## config.mk

```make
export PLATFORM = sky130hd
export DESIGN_NAME = seq_divider
export DESIGN_NICKNAME = d
export VERILOG_FILES = /design/src/rtl/seq_divider.sv
export SDC_FILE = /design/constraint.sdc
export NUM_CORES = 1
export LEC_CHECK = 0
export CAP_MARGIN = 20
export CORE_MARGIN = 2
export CORE_UTILIZATION = 45
export CTS_BUF_LIST = sky130_fd_sc_hd__clkbuf_2
export DETAILED_ROUTE_END_ITERATION = 7
export PLACE_DENSITY = 0.8
export SKIP_CTS_REPAIR_TIMING = 1
export SYNTH_ARGS = -nofsm -noshare
export SYNTH_HDL_FRONTEND = slang
export SYNTH_SLANG_ARGS = --single-unit
```

## constraint.sdc

```tcl
create_clock -name clk -period 2.84 [get_ports clk]
set_clock_uncertainty 0.05 [all_clocks]
set_input_delay 0.568 -clock clk [delete_from_list [all_inputs] [get_ports clk]]
set_output_delay 0.568 -clock clk [all_outputs]
set_load 0.02 [all_outputs]
```

## src/rtl/seq_divider.sv

```systemverilog
// Sequential restoring divider: DW-bit dividend / VW-bit divisor, one quotient bit per clock.
// Define SEQ_DIVIDER_CHECK_EN to add a multiply-back self-check that drives check_err.
module seq_divider #(
    parameter int DW = 7,
    parameter int VW = 4
) (
    input  logic          clk,
    input  logic          rst,
    input  logic          start,
    input  logic [DW-1:0] dividend,
    input  logic [VW-1:0] divisor,
    output logic          busy,
    output logic          done,
    output logic [DW-1:0] quotient,
    output logic [VW-1:0] remainder,
    output logic          dbz,
    output logic          check_err
);

    localparam int CW = (DW > 1) ? $clog2(DW) : 1;

    // Handshake: start is honoured only in IDLE; busy is high for DW cycles,
    // then done pulses for one cycle while the result registers hold the new values.
    typedef enum logic [1:0] {
        IDLE = 2'd0,
        RUN  = 2'd1,
        DONE = 2'd2
    } state_t;

    state_t        state;
    state_t        state_nxt;
    logic [DW-1:0] q_reg;
    logic [VW-1:0] d_reg;
    logic [VW:0]   p_reg;
    logic [CW-1:0] cnt;

    logic [VW:0]   trial;
    logic [VW:0]   diff;
    logic          fits;
    logic [VW:0]   p_step;
    logic [DW-1:0] q_step;
    logic          last_iter;
    logic          chk_fail;

    // The partial remainder never exceeds the divisor after an iteration, so its MSB is never read back.
    logic          unused_p_msb;
    assign unused_p_msb = p_reg[VW];

    always_ff @(posedge clk or posedge rst) begin
        if (rst) begin
            state <= IDLE;
        end else begin
            state <= state_nxt;
        end
    end

    always_comb begin
        state_nxt = state;
        unique case (state)
            IDLE:    if (start) state_nxt = RUN;
            RUN:     if (cnt == '0) state_nxt = DONE;
            DONE:    state_nxt = IDLE;
            default: state_nxt = IDLE;
        endcase
    end

    assign busy      = (state == RUN);
    assign done      = (state == DONE);
    assign last_iter = (state == RUN) && (cnt == '0);

    // One restoring step: bring down the next dividend bit, subtract if it fits.
    always_comb begin
        trial  = {p_reg[VW-1:0], q_reg[DW-1]};
        fits   = (trial >= {1'b0, d_reg});
        diff   = trial - {1'b0, d_reg};
        p_step = fits ? diff : trial;
        q_step = (q_reg << 1) | DW'(fits);
    end

    always_ff @(posedge clk or posedge rst) begin
        if (rst) begin
            q_reg     <= '0;
            d_reg     <= '0;
            p_reg     <= '0;
            cnt       <= '0;
            quotient  <= '0;
            remainder <= '0;
            dbz       <= 1'b0;
        end else begin
            unique case (state)
                IDLE: begin
                    if (start) begin
                        q_reg <= dividend;
                        d_reg <= divisor;
                        p_reg <= '0;
                        cnt   <= CW'(DW - 1);
                    end
                end
                RUN: begin
                    q_reg <= q_step;
                    p_reg <= p_step;
                    cnt   <= cnt - 1'b1;
                    if (last_iter) begin
                        quotient  <= q_step;
                        remainder <= p_step[VW-1:0];
                        dbz       <= (d_reg == '0);
                    end
                end
                default: begin
                end
            endcase
        end
    end

`ifdef SEQ_DIVIDER_CHECK_EN
    logic [DW-1:0] dvd_reg;
    logic [DW-1:0] prod;

    // Rebuild quotient*divisor from shifted partial products, then add the remainder.
    always_comb begin
        prod = '0;
        for (int i = 0; i < VW; i++) begin
            if (d_reg[i]) prod = prod + (q_step << i);
        end
        prod     = prod + DW'(p_step[VW-1:0]);
        chk_fail = (prod != dvd_reg) && (d_reg != '0);
    end

    always_ff @(posedge clk or posedge rst) begin
        if (rst) begin
            dvd_reg   <= '0;
            check_err <= 1'b0;
        end else begin
            if (state == IDLE && start) dvd_reg <= dividend;
            if (last_iter) check_err <= chk_fail;
        end
    end
`else
    assign chk_fail  = 1'b0;
    assign check_err = chk_fail;
`endif

endmodule

```

; ---- After elaboration in Yosys (flattened, before gate mapping)
; Index checks and enable logic that the tools add are counted.
[totals]
memories = 0
mem_bits_rw = 0
reg_bits = 32
wordCells = 35
inputBits = 14
romBits = 0
latchBits = 0
out_inout_bits = 15
[classes]
add_sub_neg = 2
n_bitwise = 1
n_shift = 0
reduce_logical = 9
n_eq_ne = 4
div = 0
n_mul = 0
n_mux = 10
order_cmp = 1
[ops]
columns = op, count
row1 = $pmux 7 s2, 1
row2 = $mux 4, 2
row3 = $pmux 4 s2, 1
row4 = $reduce_and 2->1, 4
row5 = $mux 7, 1
row6 = $or 7x1->7, 1
row7 = $pmux 3 s2, 1
row8 = $ge 5x4->1, 1
row9 = $logic_not 4->1, 1
row10 = $mux 2, 2
row11 = $pmux 2 s2, 1
row12 = $sub 4x4->4, 1
row13 = $logic_not 3->1, 1
row14 = $mux 3, 1
row15 = $sub 3x1->3 const B, 1
row16 = $eq 2x1->1 const B, 1
row17 = $eq 2x2->1 const B, 1
row18 = $logic_not 2->1, 1
row19 = $ne 2x1->1 const B, 1
row20 = $ne 2x2->1 const B, 1
row21 = $reduce_bool 2->1, 1
row22 = $logic_and 1x1->1, 1

; ---- Logic depth before layout (Yosys ltp)
; Gate-level depths: netlist of run 1.
[depth]
depth_word = 3
depth_mapped = 7
mapped_depth_nobuf = 7

; ---- Worst setup path after synthesis of run 1
; Ideal clock, no wire load.
[synth_timing]
kind = reg2reg
start = reg q_reg[6]
end = reg p_reg[2]
period_less_slack_ns = 1.590
setup_slack_ns = 1.250
t_required_ns = 2.655
setup_ns = 0.135
n_path_buf = 0
arrival_time_ns = 1.405
stages_incl_launch_ff = 8
path_cell_list = dfrtp_1 > inv_1 > ha_1 > inv_1 > fa_1 > xor2_1 > nor3_1 > o31ai_1
[synth_via]
elab_chain_cells = 3
elab_cells_between_ends = 4
classes_between = add/sub: 1 / order compare: 1 / mux: 2
[synth_lines]
columns = element, line_no
row1 = "start, declared", 32  ; logic [DW-1:0] q_reg;
row2 = "start signal, assigned", 93  ; q_reg <= dividend;
row3 = "start signal, assigned", 100  ; q_reg <= q_step;
row4 = $sub 4x4->4 or $ge 5x4->1 (tied branches), "75, 74"
row5 = $mux 4 *, 76  ; p_step = fits ? diff : trial;
row6 = $pmux 4 s2 *, 90  ; unique case (state)
row7 = "end signal, assigned", 101  ; p_reg <= p_step;
row8 = "end, declared", 34  ; logic [VW:0] p_reg;
; Mark *: on every way between the ends. The rest lies on a longest branch, timed or not.
; A chain may end at the register's enable or synchronous reset.

; ---- Worst setup path after layout of run 1
[layout_timing]
start = reg state[1]
end = out busy
[layout_via]
elab_chain_cells = 1
[layout_lines]
columns = element, line_no
row1 = "start, declared", 30  ; state_t state;
row2 = "start signal, assigned", 53  ; state <= state_nxt;
row3 = $eq 2x1->1, 67  ; assign busy = (state == RUN);
row4 = "end, declared", 12  ; output logic busy,
; Every way passes these cells.

==> results of run 1 <==
## logic make-up (layout without fill, tap and decap cells)
logic type / after synthesis / after routing / share of synthesized area
compound gates: 37 / 37 / 0.153
xor+xnor: 1 / 1 / 0.00559
fa+ha+maj: 7 / 7 / 0.0607
buf+inv: 19 / 50 / 0.0495
flops: 32 / 32 / 0.511
other cells: 1 / 1 / 0.00239
simple gates: 71 / 71 / 0.218
## report_power, final
| group | total, mW | switching, mW | leakage (nW) | internal (mW) |
|---|---|---|---|---|
| registers | 0.847 | 0.158 | 0.381 | 0.689 |
| logic | 1.42 | 0.814 | 0.472 | 0.604 |
| clock network | 0.306 | 0.154 | 0.0430 | 0.152 |
| total | 2.57 | 1.13 | 0.896 | 1.44 |
## cells in the final DEF, fill, tap and decap left out, types with 2 or more instances in the layout
cell and n:
clkdlybuf4s50_1 27, nand2_1 35, o31ai_1 5, nor3_1 2, nor2_1 12, o211ai_1 2, buf_4 3, clkbuf_2 6
inv_2 2, ha_1 6, dfrtp_1 32, nor2b_1 3, nand2b_1 2, a21oi_1 6, o22ai_1 5, o21ai_0 11
o21ai_2 2, nand3_1 6, o21a_1 2, inv_1 10, nand4_1 2
## metal layers
metal | track usage | up-vias | share of wire
li1 | - | 631 | -
met1 | 0.252 | 602 | 0.46
met2 | 0.281 | 40 | 0.47
met3 | 0.0577 | 7 | 0.049
met4 | 0.0806 | 0 | 0.019
met5 | 0 | - | 0
## stage by stage
stage	util	worst slack [ns]	std cells	hold slack, ns
after CTS	0.584	0.453	245	0.451
after global placement	0.565	0.742	237	0.408
after floorplan	-	1.25	168	0.411
final	0.584	0.469	245	0.442
after global routing	0.584	0.376	245	0.491
after detailed placement	0.565	0.713	237	0.417
## layout make-up
type                            count  area share
Tap cell                           46      0.0295
Multi-Input combinational cell    117       0.353
Sequential cell                    32       0.411
Timing Repair Buffer               30       0.150
Clock inverter                      2      0.0180
Inverter                           12      0.0231
Clock buffer                        6      0.0154
## how the worst max path moves through the flow
stage / slack, ns / depth (start not counted) / start / endpoint
floorplan: 1.25 / 7 / q_reg[6]$_DFFE_PP0P_ / p_reg[2]$_DFFE_PP0P_
global placement: 0.74 / 5 / start / q_reg[3]$_DFFE_PP0P_
detailed placement: 0.71 / 5 / start / q_reg[2]$_DFFE_PP0P_
CTS: 0.45 / 3 / state[1]$_DFFE_PP0P_ / busy
global route: 0.38 / 3 / state[1]$_DFFE_PP0P_ / busy
finish: 0.47 / 3 / state[1]$_DFFE_PP0P_ / busy
## worst reg2reg max path, delay by kind of cell, from the launching register on
| family | cells | cell delay (ns) |
|---|---|---|
| buf+inv | 2 | 0.15 |
| xor+xnor | 1 | 0.17 |
| compound gates | 1 | 0.10 |
| simple gates | 1 | 0.25 |
| flops | 1 | 0.42 |
| fa+ha+maj | 2 | 0.55 |
==> results.py, run 1 <==
metrics = {
    "status": {
        "status": "completed",
    },
    "yosys": {
        "netlist.area_leader.share": 0.511,
        "ys_top_cells_by_area": "dfrtp_1, nand2_1, ha_1",
        "synthArstFlopShare": 1.00,
        "yosysUniqueCellTypes": 37,
        "synth_ff_type": "dfrtp_1",
        "synthCells": 168,
        "yosysMostFrequentCell": "nand2_1",
        "synth-edff-count": 0,
        "ys_seq_elements": 32,
        "synth-seq-area-share": 0.511,
        "avgSynthCellArea_um2": 9.32,
        "synth.net_count": 189,
        "synthTopCellsByCount": "nand2_1, dfrtp_1, nor2_1",
        "ys_warn_count": 0,
        "netlist_area_mm2": 0.00157,
        "synth_top_area_cell": "dfrtp_1",
    },
    "cts": {
        "clkSlewWorstSetupHoldPaths_ns": 0.17,
        "clk_latency_ns": 0.39,
        "htree_num_levels": 2,
        "cts-buffers-inserted": 5,
        "cts_sinks": 32,
        "cts_tree": "built",
        "max-clock-path-buffers": 2,
        "root_buffer": "clkbuf_2",
    },
    "layout": {
        "fin_nets": 219,
        "design_area_mm2": 0.00195,
        "seq_area_um2": 801,
        "drive_gt1_frac": 0.101,
        "diodes": 0,
        "area_delta_synth_final_pct": 24.4,
        "fill_cells": 314,
        "multi_input_area_um2": 688,
    },
    "drt": {
        "ant_nets": 0,
        "routed_wl_um": 3280,
        "vias": 1280,
        "via_per_inst": 5.22,
        "drc": 0,
        "dr.pass1.iters": 6,
        "dr.first_iter.drc_count": 96,
        "post_drt_wl_per_cell_um": 13.4,
    },
    "min_path": {
        "min_from": "remainder[3]$_DFFE_PP0P_",
        "hold_class": "flip-flop to flip-flop",
        "hold_end": "remainder[3]$_DFFE_PP0P_",
        "min_path_cells": 2,
    },
    "setup_path": {
        "rr_worst_depth": 7,
        "crit_chain": "nand2b_1 -> inv_2 -> clkdlybuf4s50_1",
        "start_kind": "flip-flop",
        "crit-reg2reg-launch": "q_reg[6]$_DFFE_PP0P_",
        "crit_buf_inv": 2,
        "worst_ep_required_time_ns": 2.22,
        "r2r_slack_ns": 1.01,
        "cp_slowest_cell": "clkdlybuf4s50_1",
        "cp.arrival_ns": 1.75,
        "crit_path_max_incr_delay_ns": 0.62,
        "cp_top_family": "buffers and inverters",
        "critPathMaxFanout": 7,
        "r2r_end": "remainder[2]$_DFFE_PP0P_",
        "worstSetupPathType": "flip-flop to output pin",
        "crit_path_end_kind": "output pin",
    },
    "placed_design": {
        "dp_hpwl_um": 2360,
        "place.gp.congestion": 0.853,
        "place_area_mm2": 0.00188,
        "port_buffers": 27,
    },
    "pwr": {
        "leakage_nw": 0.896,
        "ir_drop_mv": 0.472,
        "power_mw": 2.57,
        "powerDensity_mw_per_mm2": 1320,
    },
    "grt": {
        "first_global_vias": 1202,
        "grt_pass1_wl_um": 5690,
        "grt_max_degree": 33,
        "grt_usage": 0.188,
        "grt_overflow": 0,
        "grt_antenna_before_repair": 0,
    },
    "timing": {
        "worst_pin_slew_ns": 0.530,
        "drv_slew": 0,
        "period_share": 0.835,
        "setup_tns_ns": 0,
        "rsz0062_at_grt": "false",
        "fmax_mhz": 422,
        "setup_viol": 0,
        "hold_viol_final": 0,
        "period_needed_ns": 2.37,
        "relSlewSlack": 0.646,
    },
    "die": {
        "coreArea_mm2": 0.00334,
        "initial_core_util": 0.469,
        "io-pin-count": 29,
        "die_w_um": 63,
        "die_y_um": 63,
        "dieArea_mm2": 0.00397,
        "rows": 21,
    },
    "flow_run": {
        "drv_cap": 0,
    },
}
No activity file was read; power rests on OpenSTA's default activity.
==> run 2: changes to the inputs <==
Clock period 2.84 ns to 2.2 ns, I/O delays scaled along.
==> run 2 against run 1 <==
Global-route usage down 1.4 points. Critical path type unchanged. Worst hold slack worse by 0.10 ns. Die area unchanged. Critical endpoint is now done. Final cell count unchanged. Count of clock-buffer cells in the layout down 1. Via count down 1.6%. Total power up 29%.
==> results.py, run 2 (same netlist as run 1, synthesis figures left out) <==
metrics = {
    "grt": {
        "grt_antenna_before_repair": 0,
        "grt_max_degree": 33,
        "grt_usage": 0.174,
        "grt_overflow": 0,
        "first_global_vias": 1171,
        "grt_pass1_wl_um": 5380,
    },
    "min_path": {
        "hold_class": "input port to async pin",
    },
    "setup_path": {
        "crit_buf_inv": 1,
        "worstSetupPathType": "flip-flop to output pin",
        "cp_slowest_cell": "clkdlybuf4s50_1",
        "cp_top_family": "buffers and inverters",
        "crit_chain": "nor2b_1 -> clkdlybuf4s50_1",
        "worst_ep_required_time_ns": 1.71,
        "crit_path_max_incr_delay_ns": 0.60,
        "start_kind": "flip-flop",
        "critPathMaxFanout": 4,
        "crit_path_end_kind": "output pin",
        "cp.arrival_ns": 1.54,
    },
    "cts": {
        "clkSlewWorstSetupHoldPaths_ns": 0.18,
        "cts_sinks": 32,
        "htree_num_levels": 2,
        "root_buffer": "clkbuf_2",
        "cts_tree": "built",
        "max-clock-path-buffers": 2,
        "cts-buffers-inserted": 5,
        "clk_latency_ns": 0.39,
    },
    "layout": {
        "final_cell_mix": "nand2_1, dfrtp_1, clkdlybuf4s50_1, nor2_1, o21ai_0",
        "diodes": 0,
        "final_common_cell": "nand2_1",
        "fill_cells": 312,
        "area_delta_synth_final_pct": 24.8,
        "final_core_util": 0.586,
        "fin_nets": 219,
        "drive_gt1_frac": 0.101,
        "fin_cells": 245,
    },
    "timing": {
        "fmax_mhz": 493,
        "period_needed_ns": 2.03,
        "drv_slew": 0,
        "rsz0062_at_grt": "false",
        "period_share": 0.921,
        "setup_viol": 0,
        "hold_viol_final": 0,
    },
    "pwr": {
        "leakage_nw": 0.900,
        "ir_drop_mv": 0.663,
        "powerDensity_mw_per_mm2": 1690,
    },
    "die": {
        "initial_core_util": 0.469,
        "rows": 21,
        "io-pin-count": 29,
        "coreArea_mm2": 0.00334,
        "dieArea_mm2": 0.00397,
        "die_y_um": 63,
        "die_w_um": 63,
    },
    "drt": {
        "dr.pass1.iters": 4,
        "ant_nets": 0,
        "via_per_inst": 5.14,
        "vias": 1260,
        "routed_wl_um": 3100,
        "post_drt_wl_per_cell_um": 12.6,
        "dr.first_iter.drc_count": 77,
        "drc": 0,
    },
    "placed_design": {
        "port_buffers": 27,
        "dp_hpwl_um": 2220,
        "place_inst": 237,
        "place.gp.congestion": 0.893,
    },
    "flow_run": {
        "drv_cap": 0,
    },
    "status": {
        "status": "completed",
    },
}
-- run 2: changes by cell type in the layout (fill, tap and decap cells not counted) --
cell	previous run	this run
clkdlybuf4s50_1	27	26
clkbuf_2	6	5
clkinvlp_4	0	1
dlymetal6s2s_1	0	1
-- run 2: worst paths after layout --
check	start	to	slack [ns]	cells after the start
worst max-delay path	state[0]$_DFFE_PP0P_	done	0.17	2
worst min-delay path	rst	quotient[3]$_DFFE_PP0P_	0.34	3
worst max register to register	q_reg[6]$_DFFE_PP0P_	p_reg[2]$_DFFE_PP0P_	0.41	7
worst min register to register	remainder[2]$_DFFE_PP0P_	remainder[2]$_DFFE_PP0P_	0.44	2
max in group asynchronous	rst	p_reg[0]$_DFFE_PP0P_	1.44	3
min in group clk	remainder[2]$_DFFE_PP0P_	remainder[2]$_DFFE_PP0P_	0.44	2
-- run 2: area by class of cell --
cell class,instances,area (um2),share of cell area
sequential,32,801,0.410
multi-input combinational,117,688,0.352
timing repair buffer,30,295,0.151
tap,46,57.6,0.0294
inverter,12,45.0,0.0230
clock inverter,3,42.5,0.0218
clock buffer,5,25.0,0.0128
-- run 2: worst min-delay path: stages --
cell             delay, ns
clkdlybuf4s50_1       0.40
inv_1                 0.05
buf_4                 0.35
-- run 2: per-layer routing --
metal	up-vias	wire length [um]	part of all wire	global-route usage
li1	631	-	-	-
met1	600	1530	0.49	0.227
met2	25	1400	0.45	0.270
met3	4	121	0.039	0.0541
met4	0	55	0.018	0.0667
met5	-	0	0	0
-- run 2: stage by stage --
| step | hold slack (ns) | instance area [um2] | total power [mW] | TNS (ns) | setup slack (ns) |
|---|---|---|---|---|---|
| global route | 0.367 | 1950 | 3.61 | 0 | 0.101 |
| CTS | 0.363 | 1950 | 3.33 | -0.0375 | -0.0375 |
| finish | 0.342 | 1950 | 3.31 | 0 | 0.173 |
| floorplan | 0.411 | 1570 | 2.36 | 0 | 0.610 |
| global placement | 0.407 | 1880 | 2.88 | 0 | 0.262 |
| detailed placement | 0.412 | 1880 | 2.92 | 0 | 0.219 |
-- run 2: power by group --
part           internal [mW]  switching, mW  total (mW)
Sequential             0.889          0.198        1.09
Clock                  0.190          0.214       0.404
Combinational          0.775           1.04        1.82
